==> src/rtl/main_ctrl_fsm.sv <==
`default_nettype none
// ============================================================================
//  Module      : main_ctrl_fsm
//  Description : Multicycle main control unit for the MIPS-subset datapath.
//                Steps each instruction through fetch, decode, execute,
//                memory and writeback, and drives every datapath enable,
//                mux select and the 4-bit ALUOp for the ALU control decoder.
//  Revision    : 1.0 - initial release
// ============================================================================
module main_ctrl_fsm #(
    parameter bit HALT_ON_ILLEGAL = 1'b0
) (
    input  logic       clk,
    input  logic       rst,
    input  logic [5:0] opcode,
    input  logic [5:0] funct,
    input  logic       mem_ready,
    output logic       pc_write,
    output logic       pc_write_cond,
    output logic       branch_ne,
    output logic       iord,
    output logic       mem_read,
    output logic       mem_write,
    output logic       ir_write,
    output logic       reg_write,
    output logic [1:0] reg_dst,
    output logic [1:0] mem_to_reg,
    output logic       alu_src_a,
    output logic [1:0] alu_src_b,
    output logic       imm_zero_ext,
    output logic [3:0] alu_op,
    output logic [1:0] pc_source,
    output logic       illegal,
    output logic [3:0] state
);

    // State codes are visible on the debug port, so they are fixed values.
    typedef enum logic [3:0] {
        S_FETCH  = 4'd0,
        S_DECODE = 4'd1,
        S_MEMADR = 4'd2,
        S_MEMRD  = 4'd3,
        S_MEMWB  = 4'd4,
        S_MEMWR  = 4'd5,
        S_REXEC  = 4'd6,
        S_RWB    = 4'd7,
        S_BRANCH = 4'd8,
        S_JUMP   = 4'd9,
        S_IEXEC  = 4'd10,
        S_IWB    = 4'd11,
        S_JR     = 4'd12,
        S_HALT   = 4'd15
    } state_t;

    // Opcodes and functs recognised by the decoder.
    localparam logic [5:0] c_OP_RTYPE = 6'h00;
    localparam logic [5:0] c_OP_J     = 6'h02;
    localparam logic [5:0] c_OP_JAL   = 6'h03;
    localparam logic [5:0] c_OP_BEQ   = 6'h04;
    localparam logic [5:0] c_OP_BNE   = 6'h05;
    localparam logic [5:0] c_OP_ADDI  = 6'h08;
    localparam logic [5:0] c_OP_SLTI  = 6'h0A;
    localparam logic [5:0] c_OP_SLTIU = 6'h0B;
    localparam logic [5:0] c_OP_ANDI  = 6'h0C;
    localparam logic [5:0] c_OP_ORI   = 6'h0D;
    localparam logic [5:0] c_OP_XORI  = 6'h0E;
    localparam logic [5:0] c_OP_LUI   = 6'h0F;
    localparam logic [5:0] c_OP_LW    = 6'h23;
    localparam logic [5:0] c_OP_SW    = 6'h2B;
    localparam logic [5:0] c_FN_JR    = 6'h08;

    // ALUOp encodings understood by the ALU control decoder.
    localparam logic [3:0] c_ALU_ADD    = 4'b0000;
    localparam logic [3:0] c_ALU_BRANCH = 4'b0001;
    localparam logic [3:0] c_ALU_RTYPE  = 4'b0010;
    localparam logic [3:0] c_ALU_AND    = 4'b0011;
    localparam logic [3:0] c_ALU_OR     = 4'b0100;
    localparam logic [3:0] c_ALU_XOR    = 4'b0101;
    localparam logic [3:0] c_ALU_LUI    = 4'b0110;
    localparam logic [3:0] c_ALU_SLT    = 4'b0111;
    localparam logic [3:0] c_ALU_SLTU   = 4'b1000;

    state_t     r_state;
    state_t     w_next;
    state_t     w_dec_next;
    logic       w_dec_illegal;
    logic [3:0] w_imm_alu_op;
    logic       w_imm_zext;

    // Dispatch from DECODE: picks the execute state for the opcode in IR.
    always_comb begin
        w_dec_next    = S_FETCH;
        w_dec_illegal = 1'b0;
        case (opcode)
            c_OP_RTYPE: w_dec_next = (funct == c_FN_JR) ? S_JR : S_REXEC;
            c_OP_LW,
            c_OP_SW:    w_dec_next = S_MEMADR;
            c_OP_BEQ,
            c_OP_BNE:   w_dec_next = S_BRANCH;
            c_OP_J,
            c_OP_JAL:   w_dec_next = S_JUMP;
            c_OP_ADDI,
            c_OP_SLTI,
            c_OP_SLTIU,
            c_OP_ANDI,
            c_OP_ORI,
            c_OP_XORI,
            c_OP_LUI:   w_dec_next = S_IEXEC;
            default: begin
                w_dec_illegal = 1'b1;
                w_dec_next    = HALT_ON_ILLEGAL ? S_HALT : S_FETCH;
            end
        endcase
    end

    // Immediate-ALU flavour: ALUOp and whether imm16 is zero-extended.
    always_comb begin
        w_imm_alu_op = c_ALU_ADD;
        w_imm_zext   = 1'b0;
        case (opcode)
            c_OP_SLTI:  w_imm_alu_op = c_ALU_SLT;
            c_OP_SLTIU: w_imm_alu_op = c_ALU_SLTU;
            c_OP_ANDI: begin
                w_imm_alu_op = c_ALU_AND;
                w_imm_zext   = 1'b1;
            end
            c_OP_ORI: begin
                w_imm_alu_op = c_ALU_OR;
                w_imm_zext   = 1'b1;
            end
            c_OP_XORI: begin
                w_imm_alu_op = c_ALU_XOR;
                w_imm_zext   = 1'b1;
            end
            c_OP_LUI:   w_imm_alu_op = c_ALU_LUI;
            default:    w_imm_alu_op = c_ALU_ADD;
        endcase
    end

    // Next-state logic; mem_ready only matters in the three memory-access states.
    always_comb begin
        w_next = S_FETCH;
        case (r_state)
            S_FETCH:  w_next = mem_ready ? S_DECODE : S_FETCH;
            S_DECODE: w_next = w_dec_next;
            S_MEMADR: w_next = (opcode == c_OP_LW) ? S_MEMRD : S_MEMWR;
            S_MEMRD:  w_next = mem_ready ? S_MEMWB : S_MEMRD;
            S_MEMWB:  w_next = S_FETCH;
            S_MEMWR:  w_next = mem_ready ? S_FETCH : S_MEMWR;
            S_REXEC:  w_next = S_RWB;
            S_RWB:    w_next = S_FETCH;
            S_BRANCH: w_next = S_FETCH;
            S_JUMP:   w_next = S_FETCH;
            S_IEXEC:  w_next = S_IWB;
            S_IWB:    w_next = S_FETCH;
            S_JR:     w_next = S_FETCH;
            S_HALT:   w_next = S_HALT;
            default:  w_next = S_FETCH;
        endcase
    end

    // State register; reset aborts any in-flight instruction back to FETCH.
    always_ff @(posedge clk) begin
        if (rst) begin
            r_state <= S_FETCH;
        end else begin
            r_state <= w_next;
        end
    end

    // Output decode. Outputs are forced low while rst is high, because the
    // register already holds FETCH (code 0) during a multi-cycle reset and
    // the first FETCH cycle must be the first cycle with rst low.
    always_comb begin
        pc_write      = 1'b0;
        pc_write_cond = 1'b0;
        branch_ne     = 1'b0;
        iord          = 1'b0;
        mem_read      = 1'b0;
        mem_write     = 1'b0;
        ir_write      = 1'b0;
        reg_write     = 1'b0;
        reg_dst       = 2'b00;
        mem_to_reg    = 2'b00;
        alu_src_a     = 1'b0;
        alu_src_b     = 2'b00;
        imm_zero_ext  = 1'b0;
        alu_op        = c_ALU_ADD;
        pc_source     = 2'b00;
        illegal       = 1'b0;
        state         = 4'd0;
        if (!rst) begin
            state = r_state;
            case (r_state)
                S_FETCH: begin
                    // PC+4 is computed by the ALU while memory returns the word.
                    mem_read  = 1'b1;
                    alu_src_b = 2'b01;
                    ir_write  = mem_ready;
                    pc_write  = mem_ready;
                end
                S_DECODE: begin
                    // Speculative branch target PC + (imm << 2) into ALUOut.
                    alu_src_b = 2'b11;
                    illegal   = w_dec_illegal;
                end
                S_MEMADR: begin
                    alu_src_a = 1'b1;
                    alu_src_b = 2'b10;
                end
                S_MEMRD: begin
                    mem_read = 1'b1;
                    iord     = 1'b1;
                end
                S_MEMWB: begin
                    reg_write  = 1'b1;
                    mem_to_reg = 2'b01;
                end
                S_MEMWR: begin
                    mem_write = 1'b1;
                    iord      = 1'b1;
                end
                S_REXEC: begin
                    alu_src_a = 1'b1;
                    alu_op    = c_ALU_RTYPE;
                end
                S_RWB: begin
                    reg_write = 1'b1;
                    reg_dst   = 2'b01;
                end
                S_BRANCH: begin
                    alu_src_a     = 1'b1;
                    alu_op        = c_ALU_BRANCH;
                    pc_write_cond = 1'b1;
                    pc_source     = 2'b01;
                    branch_ne     = (opcode == c_OP_BNE);
                end
                S_IEXEC: begin
                    alu_src_a    = 1'b1;
                    alu_src_b    = 2'b10;
                    alu_op       = w_imm_alu_op;
                    imm_zero_ext = w_imm_zext;
                end
                S_IWB: begin
                    reg_write = 1'b1;
                end
                S_JUMP: begin
                    pc_write  = 1'b1;
                    pc_source = 2'b10;
                    if (opcode == c_OP_JAL) begin
                        // jal links the return address into $31.
                        reg_write  = 1'b1;
                        reg_dst    = 2'b10;
                        mem_to_reg = 2'b10;
                    end
                end
                S_JR: begin
                    pc_write  = 1'b1;
                    pc_source = 2'b11;
                end
                default: begin
                    // HALT and unused codes drive everything inactive.
                end
            endcase
        end
    end

    // Structural invariants of the datapath control.
    always_ff @(posedge clk) begin
        if (!rst) begin
            assert (!(mem_read && mem_write));
            assert (!(pc_write && pc_write_cond));
        end
    end

endmodule
`default_nettype wire

==> config.mk <==
export PLATFORM = sky130hd
export DESIGN_NAME = main_ctrl_fsm
export DESIGN_NICKNAME = d
export VERILOG_FILES = /design/src/rtl/main_ctrl_fsm.sv
export SDC_FILE = /design/constraint.sdc
export NUM_CORES = 1
export LEC_CHECK = 0
export ABC_AREA = 1
export BUFFER_PORTS_ARGS = -buffer_cell sky130_fd_sc_hd__buf_2
export CAP_MARGIN = 20
export CORE_MARGIN = 1
export CORE_UTILIZATION = 47
export DETAILED_ROUTE_END_ITERATION = 10
export PLACE_DENSITY = 0.91
export RECOVER_POWER = 50
export SYNTH_ARGS = -nofsm -noshare
export SYNTH_HDL_FRONTEND = slang
export SYNTH_SLANG_ARGS = --single-unit
==> constraint.sdc <==
create_clock -name clk -period 3.7 [get_ports clk]
set_clock_uncertainty 0.05 [all_clocks]
set_input_delay 0.925 -clock clk [delete_from_list [all_inputs] [get_ports clk]]
set_output_delay 0.925 -clock clk [all_outputs]
set_load 0.02 [all_outputs]
==> results of run 1 <==
## cells in the mapped netlist (all sizes together)
| cell | instances | share of area |
|---|---|---|
| o21ai | 6 | 0.039 |
| buf | 1 | 0.014 |
| o22ai | 1 | 0.0081 |
| o221ai | 1 | 0.011 |
| a31oi | 2 | 0.016 |
| nor2 | 42 | 0.24 |
| clkbuf | 3 | 0.014 |
| nand3 | 12 | 0.077 |
| nand2 | 31 | 0.17 |
| inv | 26 | 0.13 |
| nand4 | 5 | 0.040 |
| o21a | 1 | 0.0097 |
| nor3 | 6 | 0.039 |
| a21oi | 9 | 0.058 |
| a211oi | 1 | 0.0097 |
| nor4 | 2 | 0.016 |
| dfxtp | 4 | 0.10 |
| or2 | 1 | 0.0081 |
## area by class of cell
class / instances / area, um^2
multi-input combinational: 120 / 577
fill: 152 / 536
timing repair buffer: 41 / 191
inverter: 26 / 97.6
sequential: 4 / 80.1
clock buffer: 3 / 22.5
tap: 16 / 20.0
## worst min-delay path, cell delays in order, from the launching register on
cell and delay [ns]:
dfxtp_1 0.36, nand2_1 0.18, nor2_4 0.07, nand2_1 0.06, a21oi_1 0.05
## stage by stage
stage	area [um^2]	utilization	cells	hold WS, ns
CTS	1000	0.658	210	0.712
detailed placement	980	0.643	207	0.714
global placement	980	0.643	207	0.686
floorplan	777	-	154	0.616
finish	988	0.649	210	0.708
global route	988	0.649	210	0.748
## layer usage
metal / global-route usage / up-vias / routed length, um
met4: 0.169 / 0 / 64
met1: 0.351 / 503 / 982
met3: 0.0298 / 8 / 157
li1: - / 581 / -
met5: 0 / - / 0
met2: 0.521 / 65 / 1270
## final timing paths
kind              slack [ns]    endpoint  cells after the start       start
hold / removal          0.71  r_state[1]                      4  r_state[0]
hold reg to reg         0.71  r_state[1]                      4  r_state[0]
setup / recovery        0.60     illegal                      7   opcode[4]
setup reg to reg        2.32  r_state[1]                      7  r_state[0]
## power groups by stage
stage / sequential [uW] / combinational (uW) / clock [uW]
after global routing: 47.1 / 70.9 / 62.5
after detailed placement: 47.5 / 63.8 / 0
after floorplan: 46.8 / 42.4 / 0
final: 46.9 / 63.9 / 57.9
after CTS: 46.8 / 63.9 / 57.5
after global placement: 47.4 / 61.9 / 0
## kinds of logic (layout without fill, tap and decap cells)
logic type	after synthesis	in the layout	share of synthesized area
AND/OR/NAND/NOR	99	99	0.591
buffers and inverters	30	70	0.155
AO/OA/AOI/OAI	21	21	0.151
flip-flops	4	4	0.103
==> impl_metrics.py, run 1 <==
metrics = {
    "status": {
        "status": "finished clean",
    },
    "sta": {
        "fin_crit_sh": 0.837,
        "layout_setup_ws_ns": 0.602,
        "finalHoldViolations": 0,
        "rsz0062_at_grt": "no",
        "worst_pin_slew_ns": 0.395,
        "setup_viol": 0,
        "fin_crit_ns": 3.10,
        "timing.slew.headroom": 0.737,
        "fin_tns_setup_ns": 0,
        "fmax_ghz": 0.323,
        "maxSlewViolCount": 0,
    },
    "synthesis": {
        "ys_seq_area_frac": 0.103,
        "synth_area_per_cell_um2": 5.05,
        "yosysWarnings": 0,
        "netlist_area_um2": 777,
        "synthesis.nets": 169,
        "ys_ff_latch": 4,
        "netlist_instances": 154,
        "ys_types": 24,
    },
    "clock_tree": {
        "insertion_delay_ns": 0.25,
        "cts_resized": 0,
        "clock_sinks": 4,
        "cts.clk_slew.worst_paths_ns": 0.05,
        "post_cts_buffers": 0,
        "cts_hold_buf": 0,
        "cts_tree": "yes",
        "clock_path_buffers": 2,
        "htree_levels": 1,
        "numCtsBuffers": 3,
        "cts_root_buf": "clkbuf_4",
    },
    "power": {
        "p_switching_uw": 67.9,
        "p_int_uw": 101,
        "total_leakage_power_uw": 0.000532,
        "seqPwrFrac": 0.278,
        "netSwitchingFraction": 0.402,
        "power.density_mw_per_mm2": 171,
        "ir_drop_uv": 123,
        "pwr-share-clk": 0.343,
        "comb_power_share": 0.379,
        "p_total_uw": 169,
    },
    "final_layout": {
        "antenna_cells": 0,
        "final_common_cell": "nor2_1",
        "final_net_count": 211,
        "area_growth_pct": 27.2,
        "drive_above_1_share": 0.242,
        "regMostFlops": "r_state",
        "final_cell_mix": "nor2_1, buf_2, nand2_1, inv_1, nand3_1",
        "largestRegisters": "r_state: 4 flops",
        "largest_reg_flops": 4,
    },
    "die": {
        "die_x_um": 42.7,
        "num_io_pins": 42,
        "initial_core_util": 0.510,
        "die_area_mm2": 0.00182,
        "fp.dieH_um": 42.7,
        "core_mm2": 0.00152,
        "std_cell_rows": 14,
    },
    "setup_path": {
        "crit_path_max_fanout": 11,
        "cp_slowest_cell": "or2_2",
        "path_delay_family": "simple AND/OR/NAND/NOR gates",
        "cp-start-kind": "input port",
        "crit_buf_inv": 2,
        "worstPathCellList": "buf_2 -> nor2_4 -> nand4_1 -> or2_2 -> nand4_1 -> nor2_1 -> buf_2",
        "cp.arrival_ns": 2.12,
        "crit_required_ns": 2.72,
        "critPathMaxStageDelay_ns": 0.33,
        "crit_type": "in -> out",
        "endpoint_kind": "primary output",
    },
    "routing": {
        "drt_first_iter_violations": 73,
        "wl_per_cell_um": 11.8,
        "num_vias": 1157,
        "drt_first_pass_iters": 4,
        "wl_um": 2470,
        "drc": 0,
        "via_per_inst": 5.51,
        "ant_nets": 0,
    },
    "global_routing": {
        "grt_overflow": 0,
        "antenna_found_initial": 0,
        "grt_max_degree": 26,
        "grt.total_usage": 0.299,
        "grt_pass1_vias": 1038,
        "grt_pass1_wl_um": 4280,
    },
    "place": {
        "dpl_worst_slack_ns": 0.631,
        "hpwl_um": 2040,
        "io_buffers": 41,
        "place.gp.congestion": 0.953,
    },
    "flow_run": {
        "cap_violations": 0,
    },
    "min_path": {
        "hold_class": "reg -> reg",
    },
}
Power figures use the tool's default switching activity.
==> run 2: changes to the inputs <==
- CORE_UTILIZATION: 47 -> 40
- PLACE_DENSITY: 0.91 -> 0.83
- clock period: 3.7 -> 2.5 ns (I/O delays scaled with it)
==> run 2 against run 1 <==
Sequential cell count is the same. Register-to-register slack lost 1.2 ns. Combinational power is 49% higher.
==> impl_metrics.py, run 2 (synthesis gave the netlist of run 1 again) <==
metrics = {
    "sta": {
        "rsz0062_at_grt": "no",
        "timing.slew.headroom": 0.706,
        "maxSlewViolCount": 0,
        "fmax_ghz": 0.420,
        "fin_crit_ns": 2.38,
        "hold_slack_ns": 0.708,
        "finalHoldViolations": 0,
        "setup_viol": 0,
        "worst_pin_slew_ns": 0.441,
        "fin_tns_setup_ns": 0,
        "fin_crit_sh": 0.953,
    },
    "min_path": {
        "hold_class": "reg -> reg",
        "hold_depth": 4,
    },
    "final_layout": {
        "finalNonFillerCells": 221,
        "regMostFlops": "r_state",
        "final_net_count": 213,
        "final_cell_mix": "nor2_1, buf_2, nand2_1, inv_1, nand3_1",
        "largestRegisters": "r_state: 4 flops",
        "final_common_cell": "nor2_1",
        "drive_above_1_share": 0.250,
        "largest_reg_flops": 4,
        "area_growth_pct": 29.6,
        "antenna_cells": 0,
    },
    "die": {
        "die_area_mm2": 0.00212,
        "core_mm2": 0.00176,
        "num_io_pins": 42,
        "std_cell_rows": 15,
        "die_x_um": 46.1,
        "fp.dieH_um": 46.1,
        "initial_core_util": 0.440,
    },
    "power": {
        "p_total_uw": 240,
        "total_leakage_power_uw": 0.000541,
        "power.density_mw_per_mm2": 238,
        "ir_drop_uv": 256,
    },
    "flow_run": {
        "cap_violations": 0,
    },
    "setup_path": {
        "crit_type": "in -> out",
        "r2r_cells": 7,
        "cp.arrival_ns": 1.71,
        "cp-start-kind": "input port",
        "crit_required_ns": 1.82,
        "crit_path_max_fanout": 5,
        "endpoint_kind": "primary output",
    },
    "clock_tree": {
        "cts_tree": "yes",
        "cts_resized": 0,
        "htree_levels": 1,
        "clock_sinks": 4,
        "cts_root_buf": "clkbuf_4",
        "numCtsBuffers": 3,
        "clock_path_buffers": 2,
        "insertion_delay_ns": 0.23,
        "cts.clk_slew.worst_paths_ns": 0.03,
        "post_cts_buffers": 0,
        "cts_hold_buf": 0,
    },
    "place": {
        "hpwl_um": 1990,
        "dp.cells": 218,
        "io_buffers": 41,
        "place.gp.congestion": 0.936,
    },
    "routing": {
        "drc": 0,
        "ant_nets": 0,
        "wl_per_cell_um": 10.7,
        "wl_um": 2360,
        "drt_first_iter_violations": 51,
        "drt_first_pass_iters": 4,
        "num_vias": 1143,
        "via_per_inst": 5.17,
    },
    "global_routing": {
        "grt_pass1_wl_um": 3660,
        "grt_max_degree": 25,
        "grt_overflow": 0,
        "grt_pass1_vias": 917,
        "antenna_found_initial": 0,
        "grt.total_usage": 0.227,
    },
    "status": {
        "status": "finished clean",
    },
}
==> run 2: path summary, 6_finish.rpt <==
kind | from | endpoint | slack [ns]
worst max-delay path | opcode[1] | alu_op[0] | 0.12
worst max register to register | r_state[3] | r_state[2] | 1.09
worst min register to register | r_state[2] | r_state[2] | 0.71
worst min-delay path | r_state[2] | r_state[2] | 0.71
==> run 2: final cells by class <==
class	instances	area, um^2
fillers	216	757
multi-input cells	120	574
repair buffers	43	201
inverters	26	97.6
flip-flops and latches	4	80.1
well taps	25	31.3
clock buffers	3	22.5
==> run 2: metal layers <==
| layer | global-route usage | wire length (um) |
|---|---|---|
| met3 | 0.0275 | 141 |
| met5 | 0 | 0 |
| met2 | 0.383 | 1180 |
| met4 | 0.0353 | 17 |
| met1 | 0.311 | 1020 |
==> run 2: critical path, stage by stage <==
cell and delay, ns:
clkbuf_1 0.17, inv_1 0.12, nor2_1 0.20, nand3_1 0.10, o21ai_0 0.12, a21oi_1 0.10, nor2_1 0.08, buf_2 0.17
==> run 2: stage by stage <==
stage                util  instance area, um^2  setup slack, ns
global placement    0.570                 1010            0.189
detailed placement  0.570                 1010            0.181
finish              0.571                 1010            0.118
CTS                 0.583                 1030            0.180
global route        0.571                 1010           0.0263
floorplan               -                  777            0.131
==> run 2: power breakdown <==
group / total (uW) / leakage (uW) / internal (uW) / switching, uW
Sequential: 69.1 / 0.0000325 / 66.2 / 2.85
Combinational: 95.5 / 0.000495 / 29.6 / 65.9
Clock: 75.0 / 0.0000138 / 53.3 / 21.6
==> run 3: changes to the inputs <==
- PLACE_DENSITY: 0.83 -> 0.85
==> run 3 against run 2 <==
First-iteration DRC count down 14%. Critical path depth down 1. Sequential cell count is the same. Fmax rose by 1.0%. Design area is 0.74% higher. Die area did not move. Count of clock-buffer cells in the layout unchanged. Cell count is the same. Largest cell class unchanged.
==> impl_metrics.py, run 3 (synthesis gave the netlist of run 1 again) <==
metrics = {
    "status": {
        "status": "finished clean",
    },
    "routing": {
        "drt_first_pass_iters": 4,
        "num_vias": 1113,
        "wl_per_cell_um": 9.95,
        "drc": 0,
        "wl_um": 2200,
        "drt_first_iter_violations": 44,
        "ant_nets": 0,
        "via_per_inst": 5.04,
    },
    "setup_path": {
        "worst-r2r-setup-slack_ns": 1.13,
        "crit_type": "in -> out",
        "critPathMaxStageDelay_ns": 0.31,
        "crit_path_max_fanout": 9,
        "r2r_end": "r_state[1]",
        "r2r_cells": 7,
        "crit_required_ns": 1.82,
        "cp_slowest_cell": "or2_2",
        "cp.arrival_ns": 1.68,
        "cp-start-kind": "input port",
        "crit-reg2reg-launch": "r_state[0]",
        "worstPathCellList": "buf_2 -> nor2_4 -> nand4_1 -> or2_2 -> nand4_1 -> nor2_1 -> buf_2",
        "endpoint_kind": "primary output",
    },
    "global_routing": {
        "grt_pass1_wl_um": 3660,
        "grt_overflow": 0,
        "grt_pass1_vias": 956,
        "antenna_found_initial": 0,
        "grt_max_degree": 25,
        "grt.total_usage": 0.230,
    },
    "min_path": {
        "hold_depth": 4,
        "hold_class": "reg -> reg",
        "min_to": "r_state[2]",
        "min_from": "r_state[2]",
    },
    "final_layout": {
        "area_growth_pct": 30.6,
        "regMostFlops": "r_state",
        "utilization": 0.575,
        "final_net_count": 213,
        "final_cell_mix": "nor2_1, buf_2, nand2_1, inv_1, nand3_1",
        "largestRegisters": "r_state: 4 flops",
        "drive_above_1_share": 0.260,
        "antenna_cells": 0,
        "largest_reg_flops": 4,
        "final_common_cell": "nor2_1",
    },
    "die": {
        "die_x_um": 46.1,
        "fp.dieH_um": 46.1,
        "initial_core_util": 0.440,
        "core_mm2": 0.00176,
        "num_io_pins": 42,
        "std_cell_rows": 15,
        "die_area_mm2": 0.00212,
    },
    "clock_tree": {
        "cts_root_buf": "clkbuf_4",
        "cts_tree": "yes",
        "clock_path_buffers": 2,
        "insertion_delay_ns": 0.23,
        "cts_resized": 0,
        "clock_sinks": 4,
        "cts_hold_buf": 0,
        "htree_levels": 1,
        "post_cts_buffers": 0,
        "cts.clk_slew.worst_paths_ns": 0.04,
        "numCtsBuffers": 3,
    },
    "sta": {
        "finalHoldViolations": 0,
        "worst_pin_slew_ns": 0.250,
        "timing.slew.headroom": 0.831,
        "fin_crit_ns": 2.36,
        "fmax_ghz": 0.424,
        "fin_crit_sh": 0.943,
        "layout_setup_ws_ns": 0.141,
        "fin_tns_setup_ns": 0,
        "setup_viol": 0,
        "rsz0062_at_grt": "no",
        "maxSlewViolCount": 0,
    },
    "power": {
        "power.density_mw_per_mm2": 239,
        "ir_drop_uv": 237,
        "total_leakage_power_uw": 0.000550,
    },
    "place": {
        "dpl_worst_slack_ns": 0.157,
        "io_buffers": 41,
        "place.gp.congestion": 0.948,
        "hpwl_um": 1840,
    },
    "flow_run": {
        "cap_violations": 0,
    },
}
==> run 3: cell count changes in the layout (fill, tap and decap cells not counted) <==
cell	before	now
nor2_2	4	3
buf_4	0	2
nand2_1	29	28
nand2_2	1	2
clkbuf_1	11	9
nor2_1	35	36
buf_2	31	32
clkbuf_2	1	0
==> run 3: critical path: cells and delay by family <==
kind / cells / cell delay, ns
buf+inv: 2 / 0.27
simple gates: 5 / 0.77
==> run 3: cell type report <==
cell class	instances	area [um^2]
clock buffer	3	22.5
fill	210	749
inverter	26	97.6
multi-input combinational	120	574
sequential	4	80.1
tap	25	31.3
timing repair buffer	43	209
==> run 3: power breakdown <==
group | total [uW] | internal [uW] | switching (uW)
Combinational | 96.0 | 30.9 | 65.1
Sequential | 69.0 | 66.2 | 2.84
Clock | 77.7 | 53.5 | 24.2
==> run 3: how the worst max path moves through the flow <==
stage | cells past startpoint | end | slack (ns) | start
floorplan | 3 | reg_dst[0] | 0.13 | rst
global placement | 7 | illegal | 0.20 | opcode[4]
detailed placement | 7 | illegal | 0.16 | opcode[4]
CTS | 7 | illegal | 0.16 | opcode[4]
global route | 8 | illegal | 0.04 | r_state[3]
finish | 7 | illegal | 0.14 | opcode[4]
==> run 3: through the flow <==
| step | total power (uW) | hold slack (ns) | instance area, um^2 | std cells |
|---|---|---|---|---|
| after floorplan | 132 | 0.616 | 777 | 154 |
| after global placement | 166 | 0.675 | 1010 | 218 |
| after detailed placement | 167 | 0.699 | 1010 | 218 |
| after CTS | 247 | 0.708 | 1030 | 221 |
| after global routing | 263 | 0.764 | 1010 | 221 |
| final | 243 | 0.711 | 1010 | 221 |
==> run 3: layer usage <==
metal,vias up,share of wire,GRT usage
li1,585,-,-
met1,478,0.45,0.281
met2,48,0.47,0.406
met3,2,0.068,0.0549
met4,0,0.0086,0.0471
met5,-,0,0
